File: config.mk
export PLATFORM = sky130hd
export DESIGN_NAME = pipe_stage_reg
export DESIGN_NICKNAME = d
export VERILOG_FILES = /design/src/rtl/pipe_pkg.sv /design/src/rtl/pipe_stage_reg_sat_counter.sv /design/src/rtl/pipe_stage_reg.sv
export SDC_FILE = /design/constraint.sdc
export NUM_CORES = 1
export LEC_CHECK = 0
export ABC_AREA = 1
export CAP_MARGIN = 25
export CORE_MARGIN = 1.5
export CORE_UTILIZATION = 40
export DETAILED_ROUTE_END_ITERATION = 8
export GPL_TIMING_DRIVEN = 0
export PLACE_DENSITY_LB_ADDON = 0.12
export SETUP_SLACK_MARGIN = 0.3
export SLEW_MARGIN = 20
export SYNTH_ARGS = -nofsm -noshare
export SYNTH_HDL_FRONTEND = slang
export SYNTH_SLANG_ARGS = --single-unit
File: constraint.sdc
create_clock -name clk -period 1.8 [get_ports clk]
set_input_delay 0.18 -clock clk [delete_from_list [all_inputs] [get_ports clk]]
set_output_delay 0.18 -clock clk [all_outputs]
set_load 0.01 [all_outputs]
File: src/rtl/pipe_pkg.sv
// Shared widths for the inter-stage pipeline registers and their performance counters.
package pipe_pkg;

  localparam int IFID_CLR_W   = 38;
  localparam int IFID_KEEP_W  = 37;
  localparam int IDEX_CLR_W   = 38;
  localparam int IDEX_KEEP_W  = 37;
  localparam int EXMEM_CLR_W  = 38;
  localparam int EXMEM_KEEP_W = 37;
  localparam int MEMWB_CLR_W  = 38;
  localparam int MEMWB_KEEP_W = 37;

  localparam int STALL_CNT_W  = 16;

endpackage

File: src/rtl/pipe_stage_reg_sat_counter.sv
// sat_counter: saturating up-counter with synchronous clear, shared by the perf counters.
module sat_counter #(
  parameter int W = 16
) (
  input  logic         clk,
  input  logic         rst,
  input  logic         inc,
  input  logic         clr,
  output logic [W-1:0] count
);

  // NOTE: sequential state is written with non-blocking assignments only, so every
  // flop samples pre-edge values regardless of process ordering.
  always_ff @(posedge clk) begin
    if (rst || clr) begin
      count <= '0;
    end else if (inc && (count != '1)) begin
      count <= count + W'(1);
    end
  end

endmodule

File: src/rtl/pipe_stage_reg.sv
// pipe_stage_reg: valid/ready pipeline register with flushable and sticky payload groups.
// Define PIPE_STAGE_SKID_EN for a 2-entry skid buffer with registered in_ready.
module pipe_stage_reg
  import pipe_pkg::*;
#(
  parameter int CLR_W  = MEMWB_CLR_W,
  parameter int KEEP_W = MEMWB_KEEP_W,
  parameter int CNT_W  = STALL_CNT_W
) (
  input  logic              clk,
  input  logic              rst,
  input  logic              in_valid,
  output logic              in_ready,
  input  logic [CLR_W-1:0]  in_clr,
  input  logic [KEEP_W-1:0] in_keep,
  input  logic              flush,
  output logic              out_valid,
  input  logic              out_ready,
  output logic [CLR_W-1:0]  out_clr,
  output logic [KEEP_W-1:0] out_keep,
  input  logic              stall_cnt_clr,
  output logic [CNT_W-1:0]  stall_cnt
);

  logic              main_valid;
  logic [CLR_W-1:0]  main_clr;
  logic [KEEP_W-1:0] main_keep;
  logic              accept;
  logic              drain;

  assign accept    = in_valid & in_ready;
  assign drain     = main_valid & out_ready;
  assign out_valid = main_valid;
  assign out_clr   = main_clr;
  assign out_keep  = main_keep;

`ifdef PIPE_STAGE_SKID_EN
  logic              skid_valid;
  logic [CLR_W-1:0]  skid_clr;
  logic [KEEP_W-1:0] skid_keep;

  // Taken straight from a flop so upstream sees no combinational path from out_ready.
  assign in_ready = ~skid_valid;

  always_ff @(posedge clk) begin
    if (rst) begin
      main_valid <= 1'b0;
      main_clr   <= '0;
      main_keep  <= '0;
      skid_valid <= 1'b0;
      skid_clr   <= '0;
      skid_keep  <= '0;
    end else if (flush) begin
      main_valid <= 1'b0;
      main_clr   <= '0;
      skid_valid <= 1'b0;
      skid_clr   <= '0;
      if (accept)          main_keep <= in_keep;
      else if (skid_valid) main_keep <= skid_keep;
    end else if (drain && skid_valid) begin
      main_clr   <= skid_clr;
      main_keep  <= skid_keep;
      skid_valid <= accept;
      if (accept) begin
        skid_clr  <= in_clr;
        skid_keep <= in_keep;
      end
    end else if (accept && main_valid && !drain) begin
      skid_valid <= 1'b1;
      skid_clr   <= in_clr;
      skid_keep  <= in_keep;
    end else if (accept) begin
      main_valid <= 1'b1;
      main_clr   <= in_clr;
      main_keep  <= in_keep;
    end else if (drain) begin
      main_valid <= 1'b0;
    end
  end
`else
  // Single entry: a draining slot can be refilled in the same cycle.
  assign in_ready = out_ready | ~main_valid;

  always_ff @(posedge clk) begin
    if (rst) begin
      main_valid <= 1'b0;
      main_clr   <= '0;
      main_keep  <= '0;
    end else if (flush) begin
      main_valid <= 1'b0;
      main_clr   <= '0;
      if (accept) main_keep <= in_keep;
    end else if (accept) begin
      main_valid <= 1'b1;
      main_clr   <= in_clr;
      main_keep  <= in_keep;
    end else if (drain) begin
      main_valid <= 1'b0;
    end
  end
`endif

  sat_counter #(.W(CNT_W)) u_stall_cnt (
    .clk   (clk),
    .rst   (rst),
    .inc   (main_valid & ~out_ready),
    .clr   (stall_cnt_clr),
    .count (stall_cnt)
  );

endmodule

Word level (Yosys, flattened, before mapping)
Cells that the tools add are included.
{ "totals": {"rom_bits": 0, "latch_bits": 0, "reg_bits": 92, "inputBits": 81, "ram_bits": 0, "memories": 0, "word_cells": 18} }
{ "classes": {"n_mul": 0, "n_shift": 0, "muxes": 2, "addsub": 1, "n_reduce_logical": 4, "n_eq_ne": 1, "div_mod_pow": 0, "bitwise_logic": 6, "order_cmp": 0} }
{ "ops": {"columns": ["op", "count"], "rows": [
  ["$add 16x1->16 const B", 1],
  ["$ne 16x16->1 const B", 1],
  ["$and 1x1->1", 3],
  ["$mux 1", 2],
  ["$not 1->1", 2],
  ["$reduce_bool 2->1", 1],
  ["$reduce_or 2->1", 1],
  ["$logic_and 1x1->1", 1],
  ["$logic_or 1x1->1", 1],
  ["$or 1x1->1", 1]
]} }

Logic depth before layout (Yosys ltp)
{ "logic_depth": {"word_depth": 4, "depth_mapped": 10, "depth_no_buf": 10} }

Modules after synthesis
From an unflattened synthesis, not the netlist that was laid out.
{ "unflattened": {"cells_unflattened": 646, "hier_area_um2": 4401.7} }
{ "by_module_without_submodules": {"columns": ["mod", "area_per_inst_um2", "cells_per_inst", "n_inst"], "rows": [
  ["pipe_stage_reg", 3450.8, 497, 1],
  ["sat_counter", 950.9, 149, 1]
]} }

Worst setup path before layout
OpenSTA, ideal clock, no wires.
{ "synth_path": {"path_type": "reg-to-reg", "start": "register u_stall_cnt.count[0]", "end": "register u_stall_cnt.count[7]", "arrival_ns": 1.270, "n_path_buf": 1, "required_time_ns": 1.685, "slack_ns": 0.415, "setup_time_ns": 0.115, "stages_incl_launch_ff": 10, "period_less_slack_ns": 1.385, "path_cell_list": "dfxtp_1 > ha_1 > nand3_1 > inv_2 > nand2_2 > inv_2 > nand3_2 > buf_6 > a21oi_1 > nor2_1"} }
{ "synth_between": {"elab_chain_cells": 2, "elab_cells_between_ends": 3, "cone_classes": "add/sub (1); eq/ne (1); reduce/logical (1)"} }
{ "synth_rtl": {"columns": ["element", "line_no", "text"], "rows": [
  ["start, declared", "pipe_stage_reg_sat_counter.sv:9", "output logic [W-1:0] count"],
  ["start signal, assigned", "pipe_stage_reg_sat_counter.sv:18", "count <= count + W'(1);"],
  ["parallel branches: the longest is 2 deep, another holds $add 16x1->16", null, null]
]} }
Parallel ways; which one is timed is not known.
A chain may end at the register's enable or synchronous reset.

Final worst setup path
{ "layout_path": {"start": "register u_stall_cnt.count[3]", "end": "output stall_cnt[3]"} }
{ "layout_lines": {"columns": ["element", "line_no", "text"], "rows": [
  ["end, declared", "pipe_stage_reg.sv:22", "output logic [CNT_W-1:0] stall_cnt"]
]} }
No word-level cell between the ends.

==> metrics <==
DRT antenna net count 0; Crit Path Max Fanout 5; FP Rows 34; yosys warns 0; Final Skew 0.00826 ns; CP top delay family buffers and inverters; outcome completed; layout cells sized above 1 10.2%; crit path DAT ~1.3 ns; total CTS buffers 9; Setup TNS 0 ns; Routability Congestion around 0.8; Initial Util 40.9%; final hold slack roughly 0.37 ns; total leakage power roughly 0.0023 uW; final hold vios 0; pin count of the biggest net entering global routing 17; worst path cell trace clkdlybuf4s50_1; Crit path largest cell delay around 0.55 ns; fillcell total between 700 and 800; setup violators final 0; syn_area_per_cell 7.34 sq um; Nets between 700 and 800; RSZ-0062 raised after global routing true; Power Density 800 nW/um^2; worst hold path type input pin to flip-flop; Post-Syn Nets between 500 and 600; initial antenna violation count 0; CTS Buffer Depth 2; vias in the first global route between 3000 and 4000; CP Class flip-flop to primary output; Critical Path End Type primary output; Final Util between 60% and 70%; Final period util 82.1%; peak supply drop 0.000462 V; Tmin final 1.48 ns; routed len/inst around 13 um; total gr overflow 0; IO Count roughly 170; Worst-Margin Slew roughly 0.52 ns; CP bufs+invs 1; IO buf count 173; Chip Width 97.0 um; first-pass GRT wire length 16500 um; clk root buf clkbuf_8; clock sinks 92; final wirelength roughly 10000 um; Design Power roughly 4600 uW; sequential area share after synthesis between 50% and 60%; fmax 677 MHz; worst skew pair latency 0.36 ns; via count 3726; Crit-path slowest cell clkdlybuf4s50_1; DRT Pass-1 Iters 5; CTS tree done; # DRC 0; clock-pin slew on the worst setup and hold paths 0.09 ns; Area Growth Syn to Fin 63.4%; GRT Total Usage 21.4%; die height just under 100 um; DR vias/cell 4.76; H-tree levels 3; count of pins over their slew limit 0; Synth cell types 20; Post-Syn Area 3540 sq um; Seq cells post-synth 92; core area ~8600 sq um; Hold-fix buffers, CTS 0; die area around 9400 sq um; post-synthesis cell count 482; Slew HR between 60% and 70%; Iteration-0 DRC Markers 110; CP startpoint kind flip-flop; Final HPWL DP 7490 um; MaxCap Viol Count 0; Worst EP required 1.62 ns; ANT cells 0
-- worst paths after layout --
check	start	endpoint	slack (ns)	depth (start not counted)
worst max-delay path	u_stall_cnt.count[3]	stall_cnt[3]	0.32	1
worst min-delay path	in_clr[6]	out_clr[6]	0.37	3
worst max register to register	u_stall_cnt.count[1]	u_stall_cnt.count[5]	0.33	9
worst min register to register	out_keep[10]	out_keep[10]	0.47	2
-- layout make-up --
type	instances	area, sq um	share of cell area [%]
Inverter	18	67.6	1.17
Buffer	27	154	2.66
Clock buffer	9	124	2.14
Clock inverter	7	145	2.51
Sequential cell	92	1870	32.4
Multi-Input combinational cell	345	1510	26.2
Timing Repair Buffer	177	1770	30.6
Tap cell	108	135	2.34
-- placed cells by master, fill, tap and decap left out, types with 3 or more instances in the layout --
cell,netlist,routed
a21oi_1,58,56
buf_2,12,8
buf_4,0,6
buf_6,3,3
bufinv_16,0,4
clkbuf_1,12,9
clkbuf_8,0,9
clkdlybuf4s50_1,0,167
dfxtp_1,92,76
dfxtp_2,0,13
dfxtp_4,0,3
dlymetal6s2s_1,0,5
inv_1,15,15
nand2_1,131,131
nand2_2,3,3
nand3_1,17,16
nor2_1,94,93
nor2_2,2,3
o21ai_0,31,31
-- per-layer routing --
layer	vias to the layer above	routed length, um	GRT usage (%)
li1	1906	-	-
met1	1675	4220	25.1
met2	130	4970	36.2
met3	15	899	7.51
met4	0	185	7.58
met5	-	0	0
-- flip-flops by register name, summed over array words and instances, names as in the netlist --
name and count:
out_valid 1, out_clr 38, out_keep 37, u_stall_cnt.count 16
-- synthesized netlist by cell type --
master	number	area, sq um
inv_2	2	7.51
nand2_1	131	492
dfxtp_1	92	1840
buf_6	3	33.8
nand2_4	1	11.3
clkbuf_1	12	45.0
nor3_1	2	10.0
ha_1	1	12.5
a21oi_1	58	290
buf_2	12	60.1
nor2_4	2	22.5
inv_1	15	56.3
nand3b_1	2	15.0
nand2_2	3	18.8
nand3_1	17	85.1
o21ai_0	31	155
nor2_2	2	12.5
nand3_2	1	10.0
nor2_1	94	353
clkinv_1	1	3.75
-- kinds of logic (layout without fill, tap and decap cells) --
family	Yosys count	count (layout)	synth area share (%)
buffers and inverters	45	238	5.84
and+or+nand+nor	255	255	29.1
adders and majority gates	1	1	0.354
DFF	92	92	52.1
AOI/OAI and AO/OA	89	89	12.6
-- per-stage QoR --
step,cell area (sq um),cells,worst slack (ns)
5_1_grt,5780,783,0.249
6_report,5780,783,0.323
3_5_place_dp,5400,763,-0.0275
2_1_floorplan,3540,482,0.415
4_1_cts,5690,779,0.311
3_3_place_gp,5400,763,0.00237
-- tightest hold or removal path, stage by stage --
cell and delay [ns]:
clkdlybuf4s50_1 0.39, nand2_1 0.06, a21oi_1 0.05
-- where the power goes --
group          total, uW  internal (uW)  switching (uW)
Combinational        640            371             269
Sequential          2160           2110            42.6
Clock               1830           1070             753
Total               4620           3560            1070
-- what timing repair did --
action | 4_1_cts | 5_1_grt
gates cloned | 0 | 1
gates resized for setup | 15 | 28
setup buffers | 0 | 3
setup endpoints to repair | 19 | 64
Note: power is estimated with default switching activity, not from simulation.
